===== config.mk =====
export PLATFORM = sky130hd
export DESIGN_NAME = intctrl_flat
export DESIGN_NICKNAME = d
export VERILOG_FILES = /design/src/rtl/intctrl_pkg.sv /design/src/rtl/if_wb.sv /design/src/rtl/prio_enc16.sv /design/src/rtl/intctrl.sv /design/src/flat_wrapper.sv
export SDC_FILE = /design/constraint.sdc
export NUM_CORES = 1
export LEC_CHECK = 0
export BUFFER_PORTS_ARGS = -buffer_cell sky130_fd_sc_hd__clkbuf_2
export CAP_MARGIN = 15
export CORE_MARGIN = 2
export CORE_UTILIZATION = 30
export DETAILED_ROUTE_END_ITERATION = 10
export HOLD_SLACK_MARGIN = 0.15
export SYNTH_ARGS = -nofsm -noshare
export SYNTH_HDL_FRONTEND = slang
export SYNTH_SLANG_ARGS = --single-unit

===== constraint.sdc =====
create_clock -name clk_i -period 2.7 [get_ports clk_i]
set_clock_uncertainty 0.1 [all_clocks]
set_input_delay 0.27 -clock clk_i [delete_from_list [all_inputs] [get_ports clk_i]]
set_output_delay 0.27 -clock clk_i [all_outputs]
set_load 0.01 [all_outputs]

===== src/rtl/intctrl_pkg.sv =====
// intctrl_pkg: shared types and constants for the interrupt controller.
//   ctl_state_t  - request/acknowledge/EOI controller states
//   bus_state_t  - Wishbone slave access states
//   REG_*        - register word offsets (adr[5:2])
//   sel_to_mask  - expands a 4-bit byte select into a 32-bit bit mask
package intctrl_pkg;

  localparam int NUM_SRC = 16;

  typedef enum logic [1:0] {
    S_IDLE  = 2'd0,
    S_REQ   = 2'd1,
    S_INSVC = 2'd2
  } ctl_state_t;

  typedef enum logic [1:0] {
    B_IDLE = 2'd0,
    B_BUSY = 2'd1,
    B_DONE = 2'd2
  } bus_state_t;

  localparam logic [3:0] REG_ENABLE  = 4'd0;
  localparam logic [3:0] REG_MODE    = 4'd1;
  localparam logic [3:0] REG_PENDING = 4'd2;
  localparam logic [3:0] REG_STATUS  = 4'd3;
  localparam logic [3:0] REG_EOI     = 4'd4;

  function automatic logic [31:0] sel_to_mask(input logic [3:0] sel);
    return {{8{sel[3]}}, {8{sel[2]}}, {8{sel[1]}}, {8{sel[0]}}};
  endfunction

endpackage


===== src/rtl/if_wb.sv =====
// if_wb: 32-bit Wishbone bus bundle shared by the peripherals.
//   cyc, stb, we, sel[3:0], adr[31:0], dat_w[31:0] - driven by the master
//   dat_r[31:0], ack, stall                          - driven by the slave
interface if_wb;
  logic        cyc;
  logic        stb;
  logic        we;
  logic [3:0]  sel;
  logic [31:0] adr;
  logic [31:0] dat_w;
  logic [31:0] dat_r;
  logic        ack;
  logic        stall;

  modport master (
    output cyc, stb, we, sel, adr, dat_w,
    input  dat_r, ack, stall
  );

  modport slave (
    input  cyc, stb, we, sel, adr, dat_w,
    output dat_r, ack, stall
  );
endinterface


===== src/rtl/prio_enc16.sv =====
// prio_enc16: combinational lowest-index priority encoder.
//   req[15:0] in  - request vector
//   valid     out - at least one request set
//   idx[3:0]  out - index of the lowest set request (0 when none)
module prio_enc16 (
  input  logic [15:0] req,
  output logic        valid,
  output logic [3:0]  idx
);

  assign valid = |req;

  // Scan downwards so the lowest set index is the last one to win.
  always_comb begin
    idx = 4'd0;
    for (int i = 15; i >= 0; i--) begin
      if (req[i]) idx = 4'(i);
    end
  end

endmodule


===== src/rtl/intctrl.sv =====
// intctrl: fixed-priority interrupt controller, 16 sources, Wishbone config.
//   clk_i      in  system clock
//   rst_i      in  async active-high reset
//   bus        if  Wishbone slave (adr[5:2] decoded, stall tied 0)
//   src_i      in  interrupt sources, synchronous to clk_i
//   irq_o      out interrupt request to the CPU
//   vec_o      out vector of the requested source
//   irq_ack_i  in  one-cycle CPU acknowledge
//
// Controller FSM
//   state   | meaning
//   S_IDLE  | waiting for an active source; latches lowest index into vec
//   S_REQ   | irq_o high, vec frozen until irq_ack_i
//   S_INSVC | CPU servicing; pending still captured, no request until EOI
//
// Bus FSM
//   state   | meaning
//   B_IDLE  | waiting for cyc & stb
//   B_BUSY  | register read/write performed on the closing edge
//   B_DONE  | ack high, registered read data valid
module intctrl
  import intctrl_pkg::*;
(
  input  logic               clk_i,
  input  logic               rst_i,
  if_wb.slave                bus,
  input  logic [NUM_SRC-1:0] src_i,
  output logic               irq_o,
  output logic [3:0]         vec_o,
  input  logic               irq_ack_i
);

  bus_state_t bus_state, bus_state_d;
  ctl_state_t ctl_state, ctl_state_d;

  logic [NUM_SRC-1:0] enable_q;
  logic               gen_q;
  logic [NUM_SRC-1:0] mode_q;
  logic [NUM_SRC-1:0] prev_q;
  logic [NUM_SRC-1:0] pending_q;
  logic [NUM_SRC-1:0] pending_d;
  logic [3:0]         vec_q, vec_d;
  logic [31:0]        dat_r_q;
  logic [31:0]        rd_data;

  logic [3:0]         reg_adr;
  logic [31:0]        wmask;
  logic               access;
  logic               wr_en;
  logic               eoi_wr;
  logic               ack_clr;
  logic [NUM_SRC-1:0] rise;
  logic [NUM_SRC-1:0] pend_wr_clr;
  logic [NUM_SRC-1:0] ack_clr_mask;
  logic [NUM_SRC-1:0] active;
  logic               active_valid;
  logic [3:0]         active_idx;

  assign reg_adr = bus.adr[5:2];
  assign wmask   = sel_to_mask(bus.sel);
  assign access  = (bus_state == B_BUSY);
  assign wr_en   = access && bus.we;
  assign eoi_wr  = wr_en && (reg_adr == REG_EOI);

  // Address and data bits outside the decoded window are not used.
  logic unused_bits;
  assign unused_bits = ^{bus.adr[31:6], bus.adr[1:0], bus.dat_w[30:16], wmask[30:16]};

  // ---------------- bus FSM ----------------
  always_ff @(posedge clk_i or posedge rst_i) begin
    if (rst_i) bus_state <= B_IDLE;
    else       bus_state <= bus_state_d;
  end

  always_comb begin
    bus_state_d = bus_state;
    case (bus_state)
      B_IDLE:  if (bus.cyc && bus.stb) bus_state_d = B_BUSY;
      B_BUSY:  bus_state_d = B_DONE;
      B_DONE:  bus_state_d = B_IDLE;
      default: bus_state_d = B_IDLE;
    endcase
  end

  assign bus.ack   = (bus_state == B_DONE);
  assign bus.stall = 1'b0;
  assign bus.dat_r = dat_r_q;

  always_comb begin
    rd_data = 32'd0;
    case (reg_adr)
      REG_ENABLE:  rd_data = {gen_q, 15'd0, enable_q};
      REG_MODE:    rd_data = {16'd0, mode_q};
      REG_PENDING: rd_data = {16'd0, pending_q};
      REG_STATUS:  rd_data = {ctl_state, 26'd0, vec_q};
      default:     rd_data = 32'd0;
    endcase
  end

  always_ff @(posedge clk_i or posedge rst_i) begin
    if (rst_i) begin
      enable_q <= '0;
      gen_q    <= 1'b0;
      mode_q   <= '0;
      dat_r_q  <= 32'd0;
    end else begin
      if (access) dat_r_q <= rd_data;
      if (wr_en && (reg_adr == REG_ENABLE)) begin
        enable_q <= (enable_q & ~wmask[15:0]) | (bus.dat_w[15:0] & wmask[15:0]);
        if (wmask[31]) gen_q <= bus.dat_w[31];
      end
      if (wr_en && (reg_adr == REG_MODE)) begin
        mode_q <= (mode_q & ~wmask[15:0]) | (bus.dat_w[15:0] & wmask[15:0]);
      end
    end
  end

  // ---------------- capture ----------------
  assign rise         = src_i & ~prev_q;
  assign pend_wr_clr  = (wr_en && (reg_adr == REG_PENDING)) ? (bus.dat_w[15:0] & wmask[15:0]) : '0;
  assign ack_clr_mask = ack_clr ? (16'd1 << vec_q) : '0;

  // Edge bits: a rise in the same cycle as a clear keeps the bit set.
  // Level bits simply follow the registered source.
  assign pending_d = (mode_q & (rise | (pending_q & ~(pend_wr_clr | ack_clr_mask))))
                   | (~mode_q & src_i);

  always_ff @(posedge clk_i or posedge rst_i) begin
    if (rst_i) begin
      prev_q    <= '0;
      pending_q <= '0;
    end else begin
      prev_q    <= src_i;
      pending_q <= pending_d;
    end
  end

  assign active = pending_q & enable_q & {NUM_SRC{gen_q}};

  prio_enc16 u_prio (
    .req   (active),
    .valid (active_valid),
    .idx   (active_idx)
  );

  // ---------------- controller FSM ----------------
  always_ff @(posedge clk_i or posedge rst_i) begin
    if (rst_i) begin
      ctl_state <= S_IDLE;
      vec_q     <= 4'd0;
    end else begin
      ctl_state <= ctl_state_d;
      vec_q     <= vec_d;
    end
  end

  always_comb begin
    ctl_state_d = ctl_state;
    vec_d       = vec_q;
    ack_clr     = 1'b0;
    case (ctl_state)
      S_IDLE: begin
        if (active_valid) begin
          vec_d       = active_idx;
          ctl_state_d = S_REQ;
        end
      end
      S_REQ: begin
        // The request is not withdrawn if the source drops or is masked.
        if (irq_ack_i) begin
          ack_clr     = 1'b1;
          ctl_state_d = S_INSVC;
        end
      end
      S_INSVC: begin
        if (eoi_wr) ctl_state_d = S_IDLE;
      end
      default: ctl_state_d = S_IDLE;
    endcase
  end

  assign irq_o = (ctl_state == S_REQ);
  assign vec_o = vec_q;

endmodule

===== src/flat_wrapper.sv =====
// flat-port wrapper written by rule: the top's interface ports become plain ports
module intctrl_flat import intctrl_pkg::*;
  (clk_i, rst_i, src_i, irq_o, vec_o, irq_ack_i, bus_cyc, bus_stb, bus_we, bus_sel, bus_adr, bus_dat_w, bus_dat_r, bus_ack, bus_stall);
  if_wb bus_i ();
  input  logic clk_i;
  input  logic rst_i;
  input  logic [NUM_SRC-1:0] src_i;
  output logic irq_o;
  output logic [3:0] vec_o;
  input  logic irq_ack_i;
  input wire logic [$bits(bus_i.cyc)-1:0] bus_cyc;
  input wire logic [$bits(bus_i.stb)-1:0] bus_stb;
  input wire logic [$bits(bus_i.we)-1:0] bus_we;
  input wire logic [$bits(bus_i.sel)-1:0] bus_sel;
  input wire logic [$bits(bus_i.adr)-1:0] bus_adr;
  input wire logic [$bits(bus_i.dat_w)-1:0] bus_dat_w;
  output wire logic [$bits(bus_i.dat_r)-1:0] bus_dat_r;
  output wire logic [$bits(bus_i.ack)-1:0] bus_ack;
  output wire logic [$bits(bus_i.stall)-1:0] bus_stall;
  assign bus_i.cyc = bus_cyc;
  assign bus_i.stb = bus_stb;
  assign bus_i.we = bus_we;
  assign bus_i.sel = bus_sel;
  assign bus_i.adr = bus_adr;
  assign bus_i.dat_w = bus_dat_w;
  assign bus_dat_r = bus_i.dat_r;
  assign bus_ack = bus_i.ack;
  assign bus_stall = bus_i.stall;
  intctrl u_core (.clk_i(clk_i), .rst_i(rst_i), .bus(bus_i), .src_i(src_i), .irq_o(irq_o), .vec_o(vec_o), .irq_ack_i(irq_ack_i));
endmodule

==> results.sh <==
export IMPL_portBuffers=69
export IMPL_async_flop_share_pct=100.0
export IMPL_r2r_slack_ps=640
export IMPL_dieArea_um2=15390
export IMPL_p_leak_nw=2.623
export IMPL_path_max_fanout=21
export IMPL_first_global_vias=3270
export IMPL_final_net_count=569
export IMPL_rsz0062_at_grt="false"
export IMPL_grtUsageTotal_pct=15.60
export IMPL_fp_dieW_um=124.1
export IMPL_drcViolationCount=0
export IMPL_worstPathRequired_ps=2820
export IMPL_start_util_pct=30.92
export IMPL_end_kind="flop"
export IMPL_diodes=0
export IMPL_cts_setup_buffers=0
export IMPL_tns_ps=0
export IMPL_routed_via_density=4.985
export IMPL_fp_coreArea_um2=13990
export IMPL_relSlewSlack_pct=49.81
export IMPL_worst_r2r_path_depth=5
export IMPL_synth_area_per_cell_um2=11.69
export IMPL_antenna_found_initial=0
export IMPL_seq_area_frac_synth_pct=52.65
export IMPL_yosysTopAreaCellShare_pct=52.65
export IMPL_syn_area_um2=4325
export IMPL_fmax_mhz=486.4
export IMPL_yosysMostFrequentCell="dfrtp_1"
export IMPL_cts_buffer_depth=2
export IMPL_ys_flop_type="dfrtp_1"
export IMPL_r2r_start="u_core.bus_state[1]"
export IMPL_dr_pass1_iters=5
export IMPL_clk_latency_ps=340
export IMPL_startpoint_type="flop"
export IMPL_cts_root_buf="clkbuf_16"
export IMPL_worst_slack_ps=644.1
export IMPL_cts_buffers=9
export IMPL_drv_cap=0
export IMPL_critPathMaxStageDelay_ps=530
export IMPL_detailedPlace_worstSlack_ps=634.6
export IMPL_hold_violations=0
export IMPL_cts_tree="done"
export IMPL_min_period_ps=2056
export IMPL_vias=3310
export IMPL_clkSlewWorstSetupHoldPaths_ps=60
export IMPL_arrival_ps=2180
export IMPL_area_growth_syn_to_layout_pct=26.76
export IMPL_cts_htree_levels=3
export IMPL_worstSetupPathType="flop to flop"
export IMPL_drive_above_1_share_pct=28.93
export IMPL_yosysTopAreaCell="dfrtp_1"
export IMPL_hold_slack_ps=169.2
export IMPL_cts_resized=0
export IMPL_io_pins=129
export IMPL_die_y_um=124.1
export IMPL_wire_per_inst_um=16.83
export IMPL_wl_mm=11.18
export IMPL_final_period_utilization_pct=76.14
export IMPL_min_path_type="primary input to flop"
export IMPL_ant_nets=0
export IMPL_rr_endpoint="u_core.pending_q[6]"
export IMPL_worstSetupStartpoint="u_core.bus_state[1]"
export IMPL_drtIter0Drc=271
export IMPL_crit_path_cell_trace="nand2b_4 > nor3_4 > and4_1 > a221oi_1 > a21o_1"
export IMPL_setup_viol=0
export IMPL_routabilityCongestion=0.8257
export IMPL_final_util_pct=39.20
export IMPL_tightest_slew_ps=751.2
export IMPL_synth_commonest_cells="dfrtp_1 (91), nand2_1 (69), mux2_2 (25)"
export IMPL_endpoint="u_core.pending_q[6]"
export IMPL_rows=43
export IMPL_synth_edf_count=0
export IMPL_synthCells=370
export IMPL_drv_slew=0
export IMPL_ir_worst_vdd_mv=0.2739
export IMPL_grt_ovfl_total=0
export IMPL_min_delay_path_depth=3
export IMPL_p_per_area_nw_per_um2=572.3
export IMPL_grt_pass1_wl_mm=18.04
export IMPL_grt_max_degree=44
export IMPL_yosys_warnings=0
export IMPL_cts_hold_buf=37
export IMPL_netlist_top_cells_area="dfrtp_1 (53%), mux2_2 (6.5%), nand2_1 (6.0%)"
export IMPL_ys_ff_latch=91
export IMPL_crit_path_top_delay_cell="and4_1"
export IMPL_clock_sinks=91
export IMPL_status="complete, no violations"
export IMPL_hpwlAfterDp_mm=8.342
export IMPL_synth_distinct_cells=47
==> cells in the final DEF (no fill, tap or decap), types with 2 or more instances in the layout <==
| cell type | n |
|---|---|
| a221oi_1 | 12 |
| nand2_4 | 2 |
| a22o_1 | 23 |
| clkinv_4 | 2 |
| a21o_1 | 12 |
| nand2_1 | 69 |
| o31ai_1 | 2 |
| mux2_2 | 25 |
| clkbuf_16 | 9 |
| mux2_4 | 8 |
| nor3_1 | 2 |
| dfrtp_1 | 91 |
| a21oi_1 | 4 |
| nor2b_1 | 4 |
| o21ai_0 | 15 |
| nor3b_2 | 2 |
| dlygate4sd3_1 | 37 |
| clkbuf_8 | 2 |
| mux4_2 | 4 |
| clkbuf_2 | 69 |
| nor2_1 | 7 |
| a41oi_1 | 4 |
| and4_1 | 3 |
| mux2i_1 | 12 |
| a22oi_1 | 9 |
| inv_1 | 2 |
| clkinvlp_4 | 3 |
| conb_1 | 15 |
| a211oi_1 | 2 |
| nand3_1 | 3 |
| a31oi_1 | 5 |
| buf_4 | 5 |
==> worst max-delay path: cells and delay by family, from the launching register on <==
kind,cells,cell delay [ps]
DFF,1,380
and+or+nand+nor,3,1100
AOI/OAI and AO/OA,2,360
==> final cells by class <==
cell class | instances | area, um2
Inverter | 4 | 18.77
Timing Repair Buffer | 112 | 773.2
Multi-Input combinational cell | 261 | 1898
Fill cell | 1382 | 8506
Clock inverter | 5 | 37.54
Clock buffer | 11 | 252.7
Tap cell | 180 | 225.2
Sequential cell | 91 | 2277
==> cells by family (layout without fill, tap and decap cells) <==
logic type / Yosys count / after routing / synth area share, %
AO/OA/AOI/OAI: 94 / 94 / 16.23
buffers and inverters: 32 / 132 / 4.686
flip-flops: 91 / 91 / 52.65
multiplexers: 49 / 49 / 14.15
other: 1 / 15 / 0.08670
AND/OR/NAND/NOR: 103 / 103 / 12.21
==> routing by layer <==
| metal | routed length (um) | global-route usage, % |
|---|---|---|
| met5 | 0 | 0 |
| met4 | 202 | 5.407 |
| met3 | 666 | 3.251 |
| met2 | 4886 | 22.54 |
| met1 | 5422 | 23.03 |
==> report_power, final <==
part,internal [mW],switching [mW],leakage (nW)
clock,0.676,0.521,0.138
combinational,0.194,0.200,1.30
sequential,1.45,0.0952,1.18
==> how the worst min path moves through the flow <==
stage               startpoint           endpoint  slack (ps)
CTS                 bus_sel[3]       u_core.gen_q         160
finish              bus_sel[3]       u_core.gen_q         170
global placement     src_i[12]  u_core.prev_q[12]         300
detailed placement   src_i[12]  u_core.prev_q[12]         300
floorplan             src_i[0]   u_core.prev_q[0]         200
global route        bus_sel[3]       u_core.gen_q         170
==> metrics by stage <==
| step | instance area, um2 | power (mW) | cells |
|---|---|---|---|
| after floorplan | 4382 | 1.786 | 384 |
| after global placement | 4822 | 1.911 | 611 |
| after detailed placement | 4822 | 1.928 | 611 |
| after CTS | 5483 | 3.167 | 664 |
| after global routing | 5483 | 3.281 | 664 |
| final | 5483 | 3.138 | 664 |
Note: power is estimated with default switching activity, not from simulation.
